### src/rtl/dram_sp_ctrl.sv
// Single-port RAM controller: clears the RAM after reset, then arbitrates
// one write or one read per cycle with fair alternation under contention.
module dram_sp_ctrl #(
  parameter int DW = 8,
  parameter int AW = 4
) (
  input  logic          clk,
  input  logic          rst_n,
  input  logic          wr_valid,
  output logic          wr_ready,
  input  logic [AW-1:0] wr_addr,
  input  logic [DW-1:0] wr_data,
  input  logic          rd_valid,
  output logic          rd_ready,
  input  logic [AW-1:0] rd_addr,
  output logic [DW-1:0] rd_data,
  output logic          rd_dvalid,
  output logic          init_done,
  output logic [AW-1:0] ram_ad,
  output logic [DW-1:0] ram_di,
  output logic          ram_wre,
  input  logic [DW-1:0] ram_dout
);

  localparam logic [0:0]    ST_INIT   = 1'b0;
  localparam logic [0:0]    ST_RUN    = 1'b1;
  localparam logic [AW-1:0] ADDR_LAST = {AW{1'b1}};
  localparam logic [AW-1:0] ADDR_ONE  = {{(AW-1){1'b0}}, 1'b1};

  logic [0:0]    state;
  logic [AW-1:0] counter;
  logic [AW-1:0] ram_ad_q;
  logic          prio_rd;
  logic          in_run;
  logic          contested;

  assign in_run    = (state == ST_RUN);
  assign contested = wr_valid & rd_valid;

  // prio_rd set means the read side wins the next contested cycle
  assign wr_ready = in_run & wr_valid & (~rd_valid | ~prio_rd);
  assign rd_ready = in_run & rd_valid & (~wr_valid | prio_rd);

  always_comb begin
    ram_ad  = ram_ad_q;
    ram_di  = wr_data;
    ram_wre = 1'b0;
    if (!in_run) begin
      ram_ad  = counter;
      ram_di  = '0;
      ram_wre = rst_n;
    end else if (wr_ready) begin
      ram_ad  = wr_addr;
      ram_wre = 1'b1;
    end else if (rd_ready) begin
      ram_ad  = rd_addr;
    end
  end

  always_ff @(posedge clk or negedge rst_n) begin
    if (!rst_n) begin
      state     <= ST_INIT;
      counter   <= '0;
      init_done <= 1'b0;
      prio_rd   <= 1'b0;
      ram_ad_q  <= '0;
      rd_dvalid <= 1'b0;
      rd_data   <= '0;
    end else begin
      ram_ad_q  <= ram_ad;
      rd_dvalid <= rd_ready;
      if (rd_ready) begin
        rd_data <= ram_dout;
      end
      if (state == ST_INIT) begin
        counter <= counter + ADDR_ONE;
        if (counter == ADDR_LAST) begin
          state     <= ST_RUN;
          init_done <= 1'b1;
        end
      end else if (contested) begin
        prio_rd <= ~prio_rd;
      end
    end
  end

endmodule

### config.mk
export PLATFORM = sky130hd
export DESIGN_NAME = dram_sp_ctrl
export DESIGN_NICKNAME = d
export VERILOG_FILES = /design/src/rtl/dram_sp_ctrl.sv
export SDC_FILE = /design/constraint.sdc
export NUM_CORES = 1
export LEC_CHECK = 0
export CORE_MARGIN = 3
export CORE_UTILIZATION = 23
export DETAILED_ROUTE_END_ITERATION = 10
export PLACE_DENSITY = 0.57
export SYNTH_ARGS = -nofsm -noshare
export SYNTH_HDL_FRONTEND = slang
export SYNTH_SLANG_ARGS = --single-unit
### constraint.sdc
create_clock -name clk -period 1.7 [get_ports clk]
set_clock_uncertainty 0.2 [all_clocks]
set_input_delay 0.34 -clock clk [delete_from_list [all_inputs] [get_ports clk]]
set_output_delay 0.34 -clock clk [all_outputs]
set_load 0.005 [all_outputs]
==> flow_summary.yaml <==
status:
  violations: "negative setup slack"
  outcome: "finished with violations"
cells_and_area:
  multiInputGateArea_um2: 488
  final-seq-area_um2: 500
  fin_cells: 202
  fillers: 370
  n_antenna_cell: 0
  area_delta_synth_final_pct: 85.5
  final_nets: 184
  final_cell_area_um2: 1790
  drive_above_1_share_pct: 42.9
  fin_util_pct: 46.4
floorplanning:
  rows: 22
  fp.dieW_um: 70.8
  die_area_um2: 5010
  core-area_um2: 3850
  die_y_um: 70.8
  io_pins: 53
  start_util_pct: 25.0
worst_setup_path:
  crit_family: "flip-flops"
  path_cells: "nand2_4 > buf_6 > mux2i_1 > a221oi_2 > buf_2"
  cp-end-kind: "primary output"
  cp.buffers_inverters: 2
  critPathKind: "register to primary output"
  cp.arrival_ns: 1.46
  crit_fanout: 3
  startpoint_type: "register"
  slowest_delay_ns: 0.39
  cp_slowest_cell: "dfrtp_1"
  critPathRequiredTime_ns: 1.16
timing:
  slew_headroom_pct: 79.6
  post-route-period-util_pct: 118
  whs_ns: 0.257
  maxSlewViolCount: 0
  worst_pin_slew_ns: 0.305
  rsz0062_at_grt: "yes"
  fmax_mhz: 499
  final-setup-viol-count: 12
  setup-tns-final_ns: -1.38
  finalWorstSetupSlack_ns: -0.303
  hold_viol: 0
  min_period_ns: 2.00
detailed_routing:
  vias: 875
  avgViaCountPerCell: 4.33
  wl_mm: 2.83
  drc: 0
  wl_per_cell_um: 14.0
  firstDrtPassIters: 3
  antenna_left: 0
  drt_first_iter_violations: 17
yosys:
  ys_warn_count: 0
  avgSynthCellArea_um2: 12.2
  synth-edff-count: 0
  synthTopCellsByArea: "dfrtp_1, mux2_2, mux2i_1, and2_1, a221oi_1"
  synth_cells: 79
  ys_async_sr_fraction_pct: 100
  syn_nets: 108
  synth.most_common_cell: "dfrtp_1"
  ys_top_cells_by_count: "dfrtp_1, mux2_2, and2_1, mux2i_1, nor2_1"
  synth-main-ff-cell: "dfrtp_1"
  seq_area_frac_synth_pct: 51.9
  ys_seq_elements: 20
  synth_area_leader_cell: "dfrtp_1"
  syn_area_um2: 965
  ys_types: 21
  synth.top_cell.area_share_pct: 51.9
power_and_ir_drop:
  p_int_mw: 1.17
  pwr-share-comb_pct: 38.1
  switching_share_pct: 25.3
  p_switching_mw: 0.397
  leakage_nw: 0.834
  powerDensity_nw_per_um2: 877
  clockPowerShare_pct: 22.9
  vdd_ir_drop_max_mv: 0.436
  p_total_mw: 1.57
  power_frac_seq_pct: 39.0
global_routing:
  grt_use_total_pct: 11.5
  grt_first_pass_wirelength_mm: 4.61
  grt_antenna_before_repair: 0
  grt_max_degree: 21
  overflow: 0
  first_global_vias: 944
clocking:
  cts-root-buf: "clkbuf_8"
  cts-hold-fix-buffers: 0
  clk_path_buf_depth: 2
  cts_buffers: 3
  worstSkewPairLatency_ns: 0.25
  cts_tree: "yes"
  clkTransAtPathRegs_ns: 0.07
  htree_num_levels: 1
  numClockSinks: 20
place:
  place.gp.congestion: 0.714
  place_hpwl_mm: 2.15
  dp_cells: 189
  placed_cell_area_um2: 1630
  place_ws_ns: -1.05
  io_buffers: 52
hold_path:
  hold_path_class: "primary input to asynchronous set/reset pin"
job:
  cap_violations: 0
==> sequential cells by signal, indices dropped and copies added, names as in the netlist <==
signal,flops
counter,4
in_run,1
ram_ad_q,4
init_done,1
rd_dvalid,1
rd_data,8
prio_rd,1
==> layout make-up <==
class,count,area share [%]
flip-flops and latches,20,28.0
repair buffers,74,37.7
well taps,48,3.36
multi-input cells,53,27.3
inverters,3,0.629
clock buffers,4,3.08
==> final timing paths <==
| check | startpoint | endpoint | slack, ns | cells past startpoint |
|---|---|---|---|---|
| worst max-delay path | prio_rd | ram_ad[2] | -0.30 | 5 |
| worst min-delay path | rst_n | rd_data[6] | 0.26 | 2 |
| worst max register to register | in_run | rd_data[7] | 0.09 | 5 |
| worst min register to register | init_done | init_done | 0.30 | 1 |
| max in group asynchronous | rst_n | counter[1] | 0.83 | 2 |
| min in group clk | wr_valid | prio_rd | 0.26 | 3 |
==> worst reg2reg max path, delay by kind of cell, from the launching register on <==
kind	cells	cell delay (ns)
mux	1	0.35
flops	1	0.42
compound gates	1	0.08
buf+inv	3	0.46
==> layer usage <==
metal  wire length (um)  track usage [%]  vias up  share of wire (%)
li1                   -                -      426                  -
met1               1230             14.2      434                 43
met2               1510             20.7       13                 53
met3                 80             2.13        2                2.8
met4                 10             2.51        0               0.35
met5                  0                0        -                  0
==> cells in the final DEF, fill, tap and decap left out, types with 2 or more instances in the layout <==
cell and n:
clkdlybuf4s50_1 34, dfrtp_1 20, buf_6 14, buf_4 14
mux2_2 9, mux2i_1 8, buf_2 6, and2_4 5
or2b_1 4, nor2_1 4, a221oi_2 4, xnor2_1 4
clkbuf_8 4, clkbuf_2 4, and2_1 3, inv_2 2
nand3_1 2, nand2_1 2
==> cells by family after synthesis <==
| kind of cell | after synthesis | synth area share [%] |
|---|---|---|
| adder cells (fa/ha/maj) | 1 | 1.30 |
| multiplexers | 17 | 18.8 |
| AO/OA/AOI/OAI | 7 | 7.65 |
| buffers and inverters | 6 | 2.59 |
| AND/OR/NAND/NOR | 24 | 14.1 |
| XOR/XNOR | 4 | 3.63 |
| flip-flops | 20 | 51.9 |
==> timing repair <==
action                                  CTS  global route
endpoints found under the setup margin   24            14
gates resized for setup                  65            24
pin swaps                                 6             2
buffers inserted                          7             4
==> power by group through the flow <==
stage	registers, mW	clock network [mW]	logic [mW]
after floorplan	0.627	0	0.182
after global placement	0.612	0	0.542
after detailed placement	0.617	0	0.545
after CTS	0.613	0.372	0.581
after global routing	0.624	0.389	0.646
final	0.612	0.360	0.597
Power figures use the tool's default switching activity.
